==> src/rtl/fpga_link_arbiter.sv <==
// Round-robin arbiter that shares a single fpga_protocol link between NUM_REQ requesters.
// Each transfer runs start -> wait received -> processed -> wait idle, and then acks the owner.
module fpga_link_arbiter #(
    parameter int NUM_REQ   = 4,
    parameter int WIDTH     = 8,
    parameter int START_LEN = 3,
    parameter int PROC_LEN  = 3,
    parameter int TIMEOUT   = 1023
) (
    input  logic                     clock,
    input  logic                     reset,
    input  logic [NUM_REQ-1:0]       req,
    input  logic [NUM_REQ*WIDTH-1:0] req_data,
    output logic [NUM_REQ-1:0]       grant,
    output logic [NUM_REQ-1:0]       ack,
    output logic [WIDTH-1:0]         rsp_data,
    output logic                     rsp_err,
    output logic [WIDTH-1:0]         link_data_in,
    output logic                     link_start,
    output logic                     link_processed,
    input  logic                     link_busy,
    input  logic                     link_received,
    input  logic [WIDTH-1:0]         link_data_out
);

    localparam int PW = (NUM_REQ > 1) ? $clog2(NUM_REQ) : 1;

    localparam logic [2:0] S_IDLE      = 3'd0;
    localparam logic [2:0] S_START     = 3'd1;
    localparam logic [2:0] S_WAIT_RX   = 3'd2;
    localparam logic [2:0] S_PROC      = 3'd3;
    localparam logic [2:0] S_WAIT_IDLE = 3'd4;
    localparam logic [2:0] S_DONE      = 3'd5;

    logic [2:0]           r_state;
    logic [PW-1:0]        r_ptr;
    logic [15:0]          r_cnt;
    logic [NUM_REQ-1:0]   r_grant;
    logic [NUM_REQ-1:0]   r_ack;
    logic [WIDTH-1:0]     r_rsp_data;
    logic                 r_rsp_err;
    logic [WIDTH-1:0]     r_link_data_in;
    logic                 r_link_start;
    logic                 r_link_proc;

    logic [2*NUM_REQ-1:0] w_req_dbl;
    logic [NUM_REQ-1:0]   w_req_rot;
    logic [PW-1:0]        w_off;
    logic                 w_found;
    logic [PW:0]          w_sum;
    logic [PW-1:0]        w_win;
    logic [PW-1:0]        w_ptr_next;
    logic [NUM_REQ-1:0]   w_onehot;
    logic [WIDTH-1:0]     w_data;

    // Rotate the request vector so the RR pointer lands on bit 0, then take the lowest set bit.
    always_comb begin
        w_req_dbl = {req, req};
        w_req_rot = w_req_dbl[{1'b0, r_ptr} +: NUM_REQ];
        w_off     = '0;
        w_found   = 1'b0;
        for (int unsigned i = 0; i < NUM_REQ; i++) begin
            if (!w_found && w_req_rot[i]) begin
                w_found = 1'b1;
                w_off   = PW'(i);
            end
        end
        w_sum = {1'b0, r_ptr} + {1'b0, w_off};
        if (w_sum >= (PW+1)'(NUM_REQ)) begin
            w_sum = w_sum - (PW+1)'(NUM_REQ);
        end
        w_win      = w_sum[PW-1:0];
        w_ptr_next = (w_win == PW'(NUM_REQ-1)) ? '0 : w_win + PW'(1);
    end

    always_comb begin
        w_onehot = '0;
        w_data   = '0;
        for (int unsigned i = 0; i < NUM_REQ; i++) begin
            if (w_win == PW'(i)) begin
                w_onehot[i] = 1'b1;
                w_data      = req_data[i*WIDTH +: WIDTH];
            end
        end
    end

    always_ff @(posedge clock) begin
        if (reset) begin
            r_state        <= S_IDLE;
            r_ptr          <= '0;
            r_cnt          <= '0;
            r_grant        <= '0;
            r_ack          <= '0;
            r_rsp_data     <= '0;
            r_rsp_err      <= 1'b0;
            r_link_data_in <= '0;
            r_link_start   <= 1'b0;
            r_link_proc    <= 1'b0;
        end else begin
            r_ack <= '0;
            case (r_state)
                S_IDLE: begin
                    r_rsp_err <= 1'b0;
                    if (w_found && !link_busy) begin
                        r_grant        <= w_onehot;
                        r_link_data_in <= w_data;
                        r_ptr          <= w_ptr_next;
                        r_cnt          <= '0;
                        r_state        <= S_START;
                    end
                end
                // The first START cycle only lets link_data_in settle before start rises.
                S_START: begin
                    if (r_cnt == 16'(START_LEN)) begin
                        r_link_start <= 1'b0;
                        r_cnt        <= '0;
                        r_state      <= S_WAIT_RX;
                    end else begin
                        r_link_start <= 1'b1;
                        r_cnt        <= r_cnt + 16'(1);
                    end
                end
                S_WAIT_RX: begin
                    if (link_received) begin
                        r_rsp_data  <= link_data_out;
                        r_link_proc <= 1'b1;
                        r_cnt       <= '0;
                        r_state     <= S_PROC;
                    end else if (r_cnt == 16'(TIMEOUT-1)) begin
                        r_rsp_err  <= 1'b1;
                        r_rsp_data <= '0;
                        r_state    <= S_DONE;
                    end else begin
                        r_cnt <= r_cnt + 16'(1);
                    end
                end
                S_PROC: begin
                    if (r_cnt == 16'(PROC_LEN-1)) begin
                        r_link_proc <= 1'b0;
                        r_cnt       <= '0;
                        r_state     <= S_WAIT_IDLE;
                    end else begin
                        r_cnt <= r_cnt + 16'(1);
                    end
                end
                S_WAIT_IDLE: begin
                    if (!link_busy) begin
                        r_state <= S_DONE;
                    end else if (r_cnt == 16'(TIMEOUT-1)) begin
                        r_rsp_err <= 1'b1;
                        r_state   <= S_DONE;
                    end else begin
                        r_cnt <= r_cnt + 16'(1);
                    end
                end
                S_DONE: begin
                    r_ack   <= r_grant;
                    r_grant <= '0;
                    r_state <= S_IDLE;
                end
                default: r_state <= S_IDLE;
            endcase
        end
    end

    assign grant          = r_grant;
    assign ack            = r_ack;
    assign rsp_data       = r_rsp_data;
    assign rsp_err        = r_rsp_err;
    assign link_data_in   = r_link_data_in;
    assign link_start     = r_link_start;
    assign link_processed = r_link_proc;

endmodule
==> config.mk <==
export PLATFORM = sky130hd
export DESIGN_NAME = fpga_link_arbiter
export DESIGN_NICKNAME = d
export VERILOG_FILES = /design/src/rtl/fpga_link_arbiter.sv
export SDC_FILE = /design/constraint.sdc
export NUM_CORES = 1
export LEC_CHECK = 0
export ABC_AREA = 1
export CAP_MARGIN = 15
export CORE_MARGIN = 10
export CORE_UTILIZATION = 54
export CTS_CLUSTER_SIZE = 28
export DETAILED_ROUTE_END_ITERATION = 8
export HOLD_SLACK_MARGIN = 0.15
export MAX_ROUTING_LAYER = met4
export PLACE_DENSITY = 0.86
export SLEW_MARGIN = 25
export SYNTH_ARGS = -nofsm -noshare
export SYNTH_HDL_FRONTEND = slang
export SYNTH_SLANG_ARGS = --single-unit
==> constraint.sdc <==
create_clock -name clock -period 7.9 [get_ports clock]
set_input_delay 0.79 -clock clock [delete_from_list [all_inputs] [get_ports clock]]
set_output_delay 0.79 -clock clock [all_outputs]
set_load 0.1 [all_outputs]
==> results of run 1 <==
[metrics by stage]
step	area (um^2)	setup WS [ns]	hold slack (ns)
2_1_floorplan	3140	5.02	0.464
3_3_place_gp	3890	4.37	0.444
3_5_place_dp	3890	4.14	0.446
4_1_cts	3990	4.45	0.462
5_1_grt	3990	4.08	0.473
6_report	3990	4.43	0.459
[critical path: cells and delay by family]
kind                       cells  cell delay (ns)
AOI/OAI and AO/OA              3             0.34
xor gates and xnor gates       2             0.45
adders and majority gates      1             0.30
and+or+nand+nor                9             1.19
buffers and inverters          2             0.61
[cell type report]
type                    instances  area, um^2
multi-input cells             387        1910
clock inverters                 3        25.0
clock buffers                   5        68.8
repair buffers                 75         748
fillers                       446        1590
inverters                      48         180
well taps                      72        90.1
flip-flops and latches         48         961
[registers in the layout (all words and copies together), names as in the netlist]
name            cells
r_state             3
link_start          1
rsp_err             1
link_data_in        8
grant               4
link_processed      1
ack                 4
r_ptr               2
rsp_data            8
r_cnt              16
[power groups by stage]
stage,logic (mW),registers [mW],clock network [mW]
after detailed placement,1.09,0.335,0
final,1.10,0.331,0.158
after global placement,1.07,0.334,0
after CTS,1.10,0.330,0.156
after global routing,1.22,0.337,0.167
after floorplan,0.588,0.603,0
[routing by layer]
metal	vias to the layer above	part of all wire [%]
met5	-	0
met4	0	2.3
met3	25	6.4
met2	139	48
met1	1663	44
li1	1803	-
[path summary, 6_finish.rpt]
path | from | end | cells past startpoint
setup reg to reg | r_ptr[0]$_SDFFE_PP0P_ | link_data_in[0]$_SDFFE_PP0P_ | 18
hold reg to reg | grant[2]$_SDFFE_PP0P_ | ack[2]$_SDFF_PP0_ | 2
setup / recovery | req[1] | link_data_in[0]$_SDFFE_PP0P_ | 17
hold / removal | grant[2]$_SDFFE_PP0P_ | ack[2]$_SDFF_PP0_ | 2
[cell usage in the layout, fill, tap and decap left out, types with 2 or more instances in the layout]
cell type        count
nand2_1            136
clkdlybuf4s50_1     74
nand3_1             52
dfxtp_1             48
nor2_1              47
a21oi_1             46
inv_1               45
o21ai_0             36
nand4_1             15
o211ai_1            13
nor3_1               7
ha_1                 7
clkbuf_8             5
nor2_4               4
inv_2                3
nand2_2              3
xor2_1               2
nor2_2               2
o21ai_2              2
a21oi_2              2
nand3b_1             2
a31oi_1              2
inv_6                2
[cell families (layout without fill, tap and decap cells)]
| group | Yosys count | count (layout) | share of synthesized area [%] |
|---|---|---|---|
| DFF | 48 | 48 | 30.6 |
| adders and majority gates | 7 | 7 | 2.79 |
| and+or+nand+nor | 272 | 272 | 38.3 |
| AOI/OAI and AO/OA | 106 | 106 | 19.3 |
| buffers and inverters | 64 | 131 | 8.45 |
| xor gates and xnor gates | 2 | 2 | 0.558 |
==> qor.txt, run 1 <==
Source-to-sink clock delay at the later pin of the worst-skew pair -> 0.31 ns
Resize count post-CTS -> 0
Kind of start point of the critical path -> input port
Part of the total power dissipated in the clock network -> 9.9%
M2 GR Usage -> 35.4%
Final Setup Violations -> 0
Top-count cell post-synth -> nand2_1
Setup Fix Bufs, Post-CTS -> 0
Pin count of the biggest net entering global routing -> 26
Net switching power -> 919 uW
Normalized max-slew margin -> 31.3%
Final critical-path required period -> 3.47 ns
CTS tree -> done
Synth top area share -> 30.6%
Ant diodes -> 0
Num CTS Buffers -> 5
Average instance area after synthesis -> 6.29 um^2
Tot GR Track Use -> 22.0%
Number of nets in the layout -> 620
Number of iterations in the first detailed-routing pass -> 5
Total Routed Length -> 9.62 mm
Synthesized area -> 3140 um^2
Worst reg-to-reg setup slack -> 4.82 ns
Leading cell types by count after synthesis -> nand2_1 (136), nand3_1 (52), dfxtp_1 (48), nor2_1 (47), a21oi_1 (46)
Slowest library cell on the worst path -> clkdlybuf4s50_1
CP Data Arrival Time -> 3.72 ns
RSZ-0062 raised after global routing -> false
Top area cells in the synthesized netlist -> dfxtp_1 (31%), nand2_1 (16%), nand3_1 (8.3%)
I/O pin total -> 75
Post-CTS Hold Buffers -> 0
Remaining design rule violation count -> 0
Final clock skew -> 0.0101 ns
Starting DRC count in detailed routing -> 184
Switching Fraction -> 57.7%
Wirelength per Cell -> 15.1 um
Highest ir drop seen on vdd -> 0.000417 V
Routability congestion estimate -> 1.02
Primary FF master, synth -> dfxtp_1
Total Neg Setup Slack -> 0 ns
Measured slew at the worst slew-check pin -> 1.03 ns
Number of max-cap violations -> 0
Clock net sink count -> 48
Post-route antenna net violation count -> 0
Vias -> 3630
Number of cells in the finished layout apart from fillers -> 638
Initial cell density of the core -> 56.3%
Clock slew at reported path FFs -> 0.10 ns
Buffers added on ports -> 74
Share of power burned in combinational logic -> 69.3%
Critical path's most frequent cell -> nand2_1
Status -> complete, no violations
Vert. Die Dim -> 96.2 um
Met1 Resource Use GR -> 26.2%
Maximum fanout along the worst path -> 10
Busiest layer in global routing -> met2
Power share of the sequential group -> 20.8%
Hpwl dp -> 7.51 mm
Root buffer cell -> clkbuf_8
Ordered cell list for the critical path -> clkdlybuf4s50_1 -> nand2_1 -> nand3_1 -> nand2_1 -> nand2_1 -> nand2_1 -> xor2_1 -> xor2_1 -> inv_1 -> ha_1 -> nor2_1 -> nand2_1 -> nand2_1 -> o21ai_0 -> nand2_1 -> o21ai_0 -> a21oi_1
Number of nets produced by synthesis -> 554
Remaining global-route overflow -> 0
Number of placement rows -> 27
Cell-internal power -> 674 uW
Crit path required time -> 8.15 ns
Part of the Yosys area used for sequential elements -> 30.6%
Delay contributed by the slowest stage of the critical path -> 0.50 ns
Yosys reg bits -> 48
Number of antenna violations at the first check in global routing -> 0
Die extent in x -> 96.2 um
Highest clock frequency the design can meet -> 288 MHz
YS warnings -> 0
Number of global-route vias before repair -> 3616
H-Tree Depth -> 2
Core region area -> 5570 um^2
Number of library cell types mapped by synthesis -> 34
Library cell with the largest summed area after synthesis -> dfxtp_1
Slew Viols, Final -> 0
Hold/Removal Path Class -> register to register
Count of flip-flops with a built-in enable after synthesis -> 0
Critical Setup Path Class -> input port to register
CTS Buffer Depth -> 2
Tot Pwr -> 1.59 mW
Relative area change from synthesis to final layout -> 27.0%
Final Cycle Share -> 43.9%
Asr flop ratio synth -> 0%
Placed Cells incl. Taps -> 630
Crit end category -> register
Final Core Density -> 71.5%
GR Util met3 -> 4.90%
Power density over the cells -> 400 nW/um^2
Cell count after synthesis -> 499
Share of post-route cells with drive strength above 1 -> 5.30%
Endpoints failing hold -> 0
Pleak -> 1.60 nW
Ratio of routed vias to standard cells -> 5.69
Wire length of the first global-routing pass -> 16.2 mm
Die area -> 9260 um^2
No activity file was read; power rests on OpenSTA's default activity.
==> inputs of run 2 (changes only) <==
--- a/config.mk
+++ b/config.mk
@@ -8,12 +8,12 @@
 export ABC_AREA = 1
 export CAP_MARGIN = 15
 export CORE_MARGIN = 10
-export CORE_UTILIZATION = 54
+export CORE_UTILIZATION = 50
 export CTS_CLUSTER_SIZE = 28
 export DETAILED_ROUTE_END_ITERATION = 8
 export HOLD_SLACK_MARGIN = 0.15
 export MAX_ROUTING_LAYER = met4
-export PLACE_DENSITY = 0.86
+export PLACE_DENSITY = 0.8
 export SLEW_MARGIN = 25
 export SYNTH_ARGS = -nofsm -noshare
 export SYNTH_HDL_FRONTEND = slang
==> constraint.sdc (replaced) <==
create_clock -name clock -period 3.4 [get_ports clock]
set_input_delay 0.34 -clock clock [delete_from_list [all_inputs] [get_ports clock]]
set_output_delay 0.34 -clock clock [all_outputs]
set_load 0.1 [all_outputs]
==> run 2 against run 1 <==
Worst setup slack worse by 4.1 ns. Final area is 1.4% higher. First-iteration DRC count is 4.3% lower. Sequential power is 130% higher. Critical path type is now register to register.
==> qor.txt, run 2 (same netlist as run 1, synthesis figures left out) <==
Status -> complete, no violations
Highest ir drop seen on vdd -> 0.000844 V (+100%)
Number of iterations in the first detailed-routing pass -> 5 (unchanged)
Crit end category -> register
Number of inserted filler cells in the final layout -> 577 (+29%)
Core region area -> 5990 um^2 (+7.5%)
Critical path's most frequent cell -> nand2_1
Hpwl dp -> 7.60 mm (+1.2%)
Kind of start point of the critical path -> register
Pleak -> 1.63 nW (+1.7%)
Total Routed Length -> 9.72 mm (+1.1%)
Highest clock frequency the design can meet -> 326 MHz
Clock slew at reported path FFs -> 0.10 ns (about the same)
Final clock skew -> 0.0155 ns (+0.00546 ns)
Ordered cell list for the critical path -> inv_2 -> nand2_1 -> nand3_1 -> nand2_1 -> nand3_1 -> a21boi_0 -> ha_1 -> inv_1 -> xor2_1 -> inv_1 -> ha_1 -> nor2_2 -> nand2_1 -> nand2_1 -> o21ai_0 -> nand2_1 -> o21ai_0 -> a21oi_1
Critical Setup Path Class -> register to register
Met1 Resource Use GR -> 22.9% (-3.3 points)
Crit path required time -> 3.64 ns (-4.51 ns)
Setup Fix Bufs, Post-CTS -> 0 (unchanged)
Relative area change from synthesis to final layout -> 28.8%
Post-CTS Hold Buffers -> 0 (unchanged)
Vert. Die Dim -> 99.2 um (+3.1%)
Final Setup Violations -> 0 (unchanged)
Clock net sink count -> 48 (unchanged)
Launch instance of the worst register-to-register path -> r_ptr[0]$_SDFFE_PP0P_
Final critical-path required period -> 3.07 ns
Root buffer cell -> clkbuf_8
Ratio of routed vias to standard cells -> 5.52 (-3.0%)
Ant diodes -> 0 (unchanged)
Post-route antenna net violation count -> 0 (unchanged)
Final Core Density -> 67.5% (-4.0 points)
GR Util met3 -> 4.57% (-0.34 points)
RSZ-0062 raised after global routing -> false
Wirelength per Cell -> 15.1 um (+0.43%)
CTS Buffer Depth -> 2 (unchanged)
Wire length of the first global-routing pass -> 16.0 mm (-1.3%)
Number of placement rows -> 28 (+3.7%)
Initial cell density of the core -> 52.4% (-3.9 points)
Starting DRC count in detailed routing -> 176 (-4.3%)
Hold Startpoint -> grant[3]$_SDFFE_PP0P_
Normalized max-slew margin -> 31.1% (-0.13 points)
Resize count post-CTS -> 0 (unchanged)
Worst path top cell family by delay -> simple AND/OR/NAND/NOR gates
Die area -> 9840 um^2 (+6.3%)
Largest register FFs -> 16 (unchanged)
Most common cell after layout, fill and taps aside -> nand2_1
Pin count of the biggest net entering global routing -> 19 (-27%)
Origin of the worst setup path -> r_ptr[0]$_SDFFE_PP0P_
I/O pin total -> 75 (unchanged)
Busiest layer in global routing -> met2
Vias -> 3544 (-2.4%)
Slew Viols, Final -> 0 (unchanged)
M2 GR Usage -> 33.0% (-2.4 points)
Power density over the cells -> 951 nW/um^2 (+140%)
Number of nets in the layout -> 621 (+0.16%)
Die extent in x -> 99.2 um (+3.1%)
Routability congestion estimate -> 0.939 (-8.2%)
Buffers added on ports -> 74 (unchanged)
Final Cycle Share -> 90.2%
Remaining design rule violation count -> 0 (unchanged)
Endpoints failing hold -> 0 (unchanged)
Buffer and inverter count on the worst path -> 3 (+1)
Commonest non-fill, non-tap cells in the layout -> nand2_1 (136), clkdlybuf4s50_1 (74), nand3_1 (52), dfxtp_1 (48)
Total Neg Setup Slack -> 0 ns (unchanged)
Slowest library cell on the worst path -> dfxtp_1
Register with the most flip-flops -> r_cnt
Hold/Removal Path Class -> register to register
Delay contributed by the slowest stage of the critical path -> 0.48 ns (-0.02 ns)
Tot GR Track Use -> 19.7% (-2.3 points)
Number of global-route vias before repair -> 3490 (-3.5%)
Measured slew at the worst slew-check pin -> 1.03 ns (+0.00190 ns)
H-Tree Depth -> 2 (unchanged)
CP Data Arrival Time -> 3.31 ns (-0.41 ns)
Num CTS Buffers -> 5 (unchanged)
Remaining global-route overflow -> 0 (unchanged)
Number of antenna violations at the first check in global routing -> 0 (unchanged)
Number of max-cap violations -> 0 (unchanged)
CTS tree -> done
Source-to-sink clock delay at the later pin of the worst-skew pair -> 0.32 ns (about the same)
Share of post-route cells with drive strength above 1 -> 5.64% (+0.34 points)
Maximum fanout along the worst path -> 10 (unchanged)
==> run 2: routing by layer <==
| metal | wire length, um | vias up |
|---|---|---|
| met3 | 550 | 15 |
| met2 | 4740 | 127 |
| met5 | 0 | - |
| met4 | 163 | 0 |
| met1 | 4260 | 1603 |
| li1 | - | 1799 |
==> run 2: worst min-delay path: cells and delay by family, from the launching register on <==
kind / cells / cell delay, ns
flip-flops: 1 / 0.32
buffers and inverters: 1 / 0.06
AND/OR/NAND/NOR: 1 / 0.04
==> run 2: cell type report <==
class | count | area (um^2) | share of cell area (%)
sequential | 48 | 961 | 23.8
inverter | 48 | 180 | 4.46
multi-input combinational | 387 | 1910 | 47.4
clock buffer | 5 | 68.8 | 1.70
timing repair buffer | 76 | 756 | 18.7
clock inverter | 3 | 68.8 | 1.70
tap | 75 | 93.8 | 2.32
==> run 2: metrics by stage <==
stage / hold slack, ns / total power [mW] / instances / area [um^2] / worst slack, ns
2_1_floorplan: 0.464 / 2.77 / 499 / 3140 / 0.849
3_3_place_gp: 0.447 / 3.28 / 634 / 3900 / 0.293
3_5_place_dp: 0.448 / 3.32 / 634 / 3900 / 0.0366
4_1_cts: 0.461 / 3.84 / 642 / 4040 / 0.256
5_1_grt: 0.490 / 4.16 / 642 / 4040 / 0.000488
6_report: 0.458 / 3.85 / 642 / 4040 / 0.334
==> run 2: path summary, 6_finish.rpt <==
path,end,slack (ns),cells past startpoint
worst max-delay path,link_data_in[0]$_SDFFE_PP0P_,0.33,18
worst min-delay path,ack[3]$_SDFF_PP0_,0.46,2
worst max register to register,link_data_in[0]$_SDFFE_PP0P_,0.33,18
worst min register to register,ack[3]$_SDFF_PP0_,0.46,2
==> run 2: power by group <==
group	switching, mW	internal [mW]	total (mW)	leakage [nW]
combinational	1.82	0.738	2.56	1.17
sequential	0.0922	0.680	0.772	0.391
clock	0.216	0.296	0.512	0.0687
total	2.13	1.71	3.85	1.63
